**config.mk**
```make
export PLATFORM = sky130hd
export DESIGN_NAME = counter_mode_sequencer
export DESIGN_NICKNAME = d
export VERILOG_FILES = /design/src/rtl/counter_mode_sequencer.sv
export SDC_FILE = /design/constraint.sdc
export NUM_CORES = 1
export LEC_CHECK = 0
export ABC_AREA = 1
export CORE_AREA = 3 3 80 82
export CTS_CLUSTER_DIAMETER = 200
export DETAILED_ROUTE_END_ITERATION = 6
export DIE_AREA = 0 0 83 85
export PLACE_DENSITY = 0.65
export SETUP_SLACK_MARGIN = 0.1
export SKIP_LAST_GASP = 1
export SLEW_MARGIN = 20
export SYNTH_ARGS = -nofsm -noshare
export SYNTH_HDL_FRONTEND = slang
export SYNTH_SLANG_ARGS = --single-unit
```
**constraint.sdc**
```tcl
create_clock -name clk_2 -period 2.1 [get_ports clk_2]
set_input_delay 0.315 -clock clk_2 [delete_from_list [all_inputs] [get_ports clk_2]]
set_output_delay 0.315 -clock clk_2 [all_outputs]
set_load 0.03 [all_outputs]
```
**src/rtl/counter_mode_sequencer.sv**
```systemverilog
// counter_mode_sequencer: steps the 4-bit mode counter through a small table
// of {duration, mode} entries, issuing clear and count ticks and reporting progress.
//   clk_2, reset         : clock (rising edge), async active-low reset
//   cfg_we/addr/data     : table write port, accepted only in IDLE and DONE
//   start, stop          : run request (level) and abort
//   count_in             : counter value fed back, used for the saturation exit
//   cnt_clear, cnt_en    : counter clear and one-cycle count tick
//   cnt_dec/inc3/freeze/sat : mode of the current step
//   step_idx, busy, done : progress reporting
module counter_mode_sequencer #(
  parameter int unsigned NSTEPS   = 4,
  parameter int unsigned TICK_DIV = 4
) (
  input  logic                       clk_2,
  input  logic                       reset,
  input  logic                       cfg_we,
  input  logic [$clog2(NSTEPS)-1:0]  cfg_addr,
  input  logic [7:0]                 cfg_data,
  input  logic                       start,
  input  logic                       stop,
  input  logic [3:0]                 count_in,
  output logic                       cnt_clear,
  output logic                       cnt_en,
  output logic                       cnt_dec,
  output logic                       cnt_inc3,
  output logic                       cnt_freeze,
  output logic                       cnt_sat,
  output logic [$clog2(NSTEPS)-1:0]  step_idx,
  output logic                       busy,
  output logic                       done
);

  localparam int unsigned AW  = $clog2(NSTEPS);
  localparam int unsigned TDW = $clog2(TICK_DIV);
  localparam logic [AW-1:0]  STEP_LAST = AW'(NSTEPS - 1);
  localparam logic [TDW-1:0] TDIV_LAST = TDW'(TICK_DIV - 1);
  localparam logic [TDW-1:0] TDIV_ARM  = TDW'(TICK_DIV - 2);

  typedef enum logic [1:0] {S_IDLE, S_CLEAR, S_RUN, S_DONE} state_e;

  typedef struct packed {
    logic sat;
    logic freeze;
    logic inc3;
    logic dec;
  } mode_t;

  typedef struct packed {
    logic [3:0] dur;
    mode_t      mode;
  } entry_t;

  state_e         r_state;
  entry_t         r_table [NSTEPS];
  logic [TDW-1:0] r_tdiv;
  logic [3:0]     r_rem;
  logic [AW-1:0]  r_step;
  logic           r_cnt_clear;
  logic           r_cnt_en;
  mode_t          r_mode;
  logic           r_busy;
  logic           r_done;

  logic [AW-1:0]  w_step_inc;
  entry_t         w_nxt_entry;
  logic [3:0]     w_rem_after;
  logic           w_adv;
  logic           w_arm_tick;
  logic           w_sat_hit;

  assign w_step_inc  = r_step + AW'(1);
  assign w_nxt_entry = r_table[w_step_inc];
  // r_cnt_en marks the current cycle as a tick, which consumes one unit of duration
  assign w_rem_after = r_cnt_en ? (r_rem - 4'd1) : r_rem;
  // Zero remaining covers both skipped (duration 0) steps and a saturation exit
  assign w_adv       = (r_rem == 4'd0) || (r_cnt_en && (r_rem == 4'd1));
  // The next cycle is a tick slot with duration left
  assign w_arm_tick  = (r_tdiv == TDIV_ARM) && (w_rem_after != 4'd0);
  // count_in only moves on a tick, so its value at the edge entering a tick
  // slot is the value the counter holds during that slot
  assign w_sat_hit   = r_mode.sat && (r_mode.dec ? (count_in == 4'd0) : (count_in == 4'hF));

  // Step table; writes only while not sequencing
  always_ff @(posedge clk_2 or negedge reset) begin
    if (!reset) begin
      for (int unsigned i = 0; i < NSTEPS; i++) begin
        r_table[AW'(i)] <= '0;
      end
    end else if (cfg_we && ((r_state == S_IDLE) || (r_state == S_DONE))) begin
      r_table[cfg_addr] <= entry_t'(cfg_data);
    end
  end

  // Sequencer FSM with registered outputs
  always_ff @(posedge clk_2 or negedge reset) begin
    if (!reset) begin
      r_state     <= S_IDLE;
      r_tdiv      <= '0;
      r_rem       <= '0;
      r_step      <= '0;
      r_cnt_clear <= 1'b0;
      r_cnt_en    <= 1'b0;
      r_mode      <= '0;
      r_busy      <= 1'b0;
      r_done      <= 1'b0;
    end else begin
      r_cnt_clear <= 1'b0;
      r_cnt_en    <= 1'b0;
      r_done      <= 1'b0;
      unique case (r_state)
        S_IDLE: begin
          if (start && !stop) begin
            r_state     <= S_CLEAR;
            r_cnt_clear <= 1'b1;
            r_busy      <= 1'b1;
          end
        end
        S_CLEAR: begin
          if (stop) begin
            r_state <= S_IDLE;
            r_busy  <= 1'b0;
          end else begin
            r_state <= S_RUN;
            r_step  <= '0;
            r_tdiv  <= '0;
            r_rem   <= r_table[0].dur;
            r_mode  <= r_table[0].mode;
          end
        end
        S_RUN: begin
          if (stop) begin
            r_state <= S_IDLE;
            r_busy  <= 1'b0;
            r_mode  <= '0;
            r_step  <= '0;
            r_tdiv  <= '0;
            r_rem   <= '0;
          end else if (w_adv) begin
            r_tdiv <= '0;
            if (r_step == STEP_LAST) begin
              r_state <= S_DONE;
              r_done  <= 1'b1;
              r_busy  <= 1'b0;
              r_mode  <= '0;
              r_step  <= '0;
              r_rem   <= '0;
            end else begin
              r_step <= w_step_inc;
              r_rem  <= w_nxt_entry.dur;
              r_mode <= w_nxt_entry.mode;
            end
          end else begin
            r_tdiv <= (r_tdiv == TDIV_LAST) ? '0 : (r_tdiv + TDW'(1));
            if (w_arm_tick && w_sat_hit) begin
              // Saturated: suppress this tick and end the step after it
              r_rem <= '0;
            end else begin
              r_cnt_en <= w_arm_tick;
              r_rem    <= w_rem_after;
            end
          end
        end
        S_DONE: begin
          r_state <= S_IDLE;
        end
        default: begin
          r_state <= S_IDLE;
        end
      endcase
    end
  end

  assign cnt_clear  = r_cnt_clear;
  assign cnt_en     = r_cnt_en;
  assign cnt_dec    = r_mode.dec;
  assign cnt_inc3   = r_mode.inc3;
  assign cnt_freeze = r_mode.freeze;
  assign cnt_sat    = r_mode.sat;
  assign step_idx   = r_step;
  assign busy       = r_busy;
  assign done       = r_done;

endmodule
```
==> impl_metrics.csv <==
group,metric,value,unit
run_status,status,"complete, no violations",
clock_network,path_clk_slew,0.10,ns
sta,skew,0.0115,ns
sta,tightest_slew,0.749,ns
cells_and_area,antennaDiodeCount,0,
cells_and_area,regArea,1250,um^2
synthesis,synth_most_common_cell,"nand2_1",
sta,post-route-period-util,86.0,%
synthesis,ys_warn_count,0,
synthesis,syn_avg_cell_area,8.12,um^2
cells_and_area,drive_gt1_share,10.3,%
critical_path,cp_data_arrival_time,2.01,ns
clock_network,root_buffer,"clkbuf_8",
routing,wl_per_cell,12.5,um
cells_and_area,fin_cells,426,
sta,setup_violations,0,
routing,ant_nets,0,
sta,max_clock_freq,554,MHz
floorplanning,core_area,5820,um^2
cells_and_area,area.growth.synth_to_final,18.7,%
power_and_ir_drop,p_per_area,1280,nW/um^2
synthesis,yosysTopAreaCell,"dfrtp_1",
critical_path,critical_path_class,"reg2reg",
clock_network,cts_tree,"done",
global_route,grt_pass1_wl,9270,um
synthesis,synth_edf_count,0,
routing,drc_errors,0,
critical_path,crit_chain,"inv_1 -> ha_1 -> inv_2 -> nor2_4 -> nand2_1 -> inv_2 -> nor3_2 -> nand3b_1 -> nand2_1 -> o21ai_1",
synthesis,synth_top_cells_by_area,"dfrtp_1, nand2_1, o21ai_0",
floorplanning,die_y,85,um
critical_path,cp_slowest_stage_delay,0.42,ns
global_route,track_usage,16.0,%
global_route,grt_antenna_before_repair,0,
clock_network,cts_max_path_buffers,2,
placed_design,dp.cells,418,
placed_design,place_area,2950,um^2
flow_run,drv_cap,0,
routing,drt-vias-per-instance,4.97,
global_route,grt_pass1_vias,1969,
sta,maxSlewHeadroom,50.1,%
sta,period_needed,1.81,ns
clock_network,post_cts_buffers,0,
cells_and_area,nFillCells,548,
clock_network,htree_levels,2,
critical_path,worstSetupEndpointType,"flop",
synthesis,seq_area_frac_synth,48.4,%
global_route,grt-ovfl-total,0,
synthesis,ys.flop_type,"dfrtp_1",
clock_network,clock-sinks,50,
floorplanning,dieArea,7060,um^2
global_route,grt_max_degree,34,
sta,maxSlewViolCount,0,
routing,num_vias,2117,
clock_network,cts_hold_buf,0,
floorplanning,initial_utilization,44.4,%
power_and_ir_drop,p_leak,1.47,nW
critical_path,r2r_slack,0.29,ns
placed_design,port_buffers,28,
cells_and_area,multiInputGateArea,1160,um^2
critical_path,cp_slowest_cell,"dfrtp_1",
clock_network,clk_latency,0.30,ns
sta,hold_violations,0,
sta,rsz0062_at_grt,"false",
power_and_ir_drop,p_total,3.91,mW
min_path,hold_class,"in2async",
routing,dr.pass1.iters,4,
synthesis,synth_commonest_cells,"nand2_1, dfrtp_1, o21ai_0",
floorplanning,rows,28,
synthesis,synth_top_area_share,48.4,%
placed_design,dp_hpwl,3820,um
cells_and_area,nets,378,
power_and_ir_drop,ir_drop,0.507,mV
cells_and_area,final_area,3070,um^2
synthesis,syn_nets,346,
floorplanning,io_pins,29,
clock_network,cts_buffers,5,
critical_path,crit_required,2.30,ns
critical_path,critPathMaxFanout,10,
placed_design,place_congestion,0.771,
sta,whs,0.0743,ns
routing,drt_iter0_markers,126,
synthesis,async_flop_share,100,%
synthesis,post_synth_num_cell_types,29,
clock_network,cts.repair.resized,0,
sta,fin_tns_setup,0,ns
critical_path,cp_top_family,"simple AND/OR/NAND/NOR gates",
routing,wl,5350,um
critical_path,startpoint_type,"flop",
synthesis,synth_seq_cells,50,
synthesis,synthCells,318,
synthesis,synth_area,2580,um^2
critical_path,cp.buffers_inverters,3,
floorplanning,die_w,83,um
==> kinds of logic (layout without fill, tap and decap cells) <==
family	count (synthesis)	in the layout	synth area share (%)
AND/OR/NAND/NOR	139	139	22.2
adder cells (fa/ha/maj)	9	9	4.36
flip-flops	50	50	48.4
buffers and inverters	43	76	6.78
AO/OA/AOI/OAI	73	73	16.7
multiplexers	4	4	1.55
==> placed cells by master, fill, tap and decap left out <==
cell | synthesis | final
nand2_1 | 83 | 83
dfrtp_1 | 50 | 50
o21ai_0 | 45 | 45
nor2_1 | 35 | 35
inv_1 | 27 | 27
clkdlybuf4s50_1 | 0 | 26
nand3_1 | 9 | 9
ha_1 | 9 | 9
a21oi_1 | 7 | 7
buf_4 | 3 | 7
inv_2 | 6 | 6
clkbuf_8 | 0 | 5
mux2i_1 | 4 | 4
o22ai_1 | 4 | 4
a21oi_2 | 4 | 4
o32ai_1 | 4 | 4
a31oi_1 | 4 | 4
nor3_1 | 3 | 3
nor2_2 | 2 | 2
nand2_2 | 2 | 2
o21ai_1 | 2 | 2
nor2_4 | 1 | 1
a21o_2 | 1 | 1
a21oi_4 | 1 | 1
nor3_2 | 1 | 1
o21ai_4 | 1 | 1
nand3_2 | 1 | 1
or2_2 | 1 | 1
nand3b_1 | 1 | 1
clkinvlp_4 | 0 | 1
clkbuf_1 | 5 | 1
bufinv_16 | 0 | 1
buf_2 | 2 | 1
dlymetal6s2s_1 | 0 | 1
==> routing by layer <==
| layer | track usage (%) | wire length (um) | part of all wire (%) | vias up |
|---|---|---|---|---|
| met4 | 4.16 | 37 | 0.69 | 0 |
| met2 | 25.4 | 2400 | 45 | 55 |
| met3 | 3.20 | 243 | 4.5 | 2 |
| li1 | - | - | - | 1098 |
| met1 | 22.6 | 2670 | 50 | 962 |
| met5 | 0 | 0 | 0 | - |
==> metrics by stage <==
| stage | utilization (%) | worst slack [ns] |
|---|---|---|
| final | 52.7 | 0.294 |
| after detailed placement | 50.8 | 0.223 |
| after global routing | 52.7 | 0.128 |
| after global placement | 50.8 | 0.268 |
| after CTS | 52.7 | 0.126 |
| after floorplan | - | 0.455 |
==> power by group <==
| part | total (mW) | internal, mW | switching (mW) |
|---|---|---|---|
| logic | 1.52 | 0.627 | 0.896 |
| clock network | 0.676 | 0.356 | 0.321 |
| registers | 1.71 | 1.40 | 0.317 |
==> path summary, 6_finish.rpt <==
check | start | end | cells after the start
hold / removal | reset | done | 1
min in group clk_2 | r_table[6] | r_table[6] | 2
hold reg to reg | r_table[6] | r_table[6] | 2
max in group asynchronous | reset | r_table[29] | 2
setup reg to reg | r_state[0] | busy | 10
setup / recovery | r_state[0] | busy | 10
==> state kept, by name, indices dropped and copies added (netlist names) <==
| name | cells |
|---|---|
| busy | 1 |
| r_tdiv | 2 |
| done | 1 |
| step_idx | 2 |
| cnt_inc3 | 1 |
| cnt_sat | 1 |
| r_table | 32 |
| r_state | 2 |
| cnt_dec | 1 |
| cnt_freeze | 1 |
| cnt_clear | 1 |
| cnt_en | 1 |
| r_rem | 4 |
==> final cells by class <==
cell class | instances | area share, %
inverters | 33 | 4.04
clock inverters | 2 | 1.22
well taps | 75 | 3.06
multi-input cells | 225 | 37.7
clock buffers | 6 | 2.37
repair buffers | 35 | 10.8
flip-flops and latches | 50 | 40.8
Power figures use the tool's default switching activity.
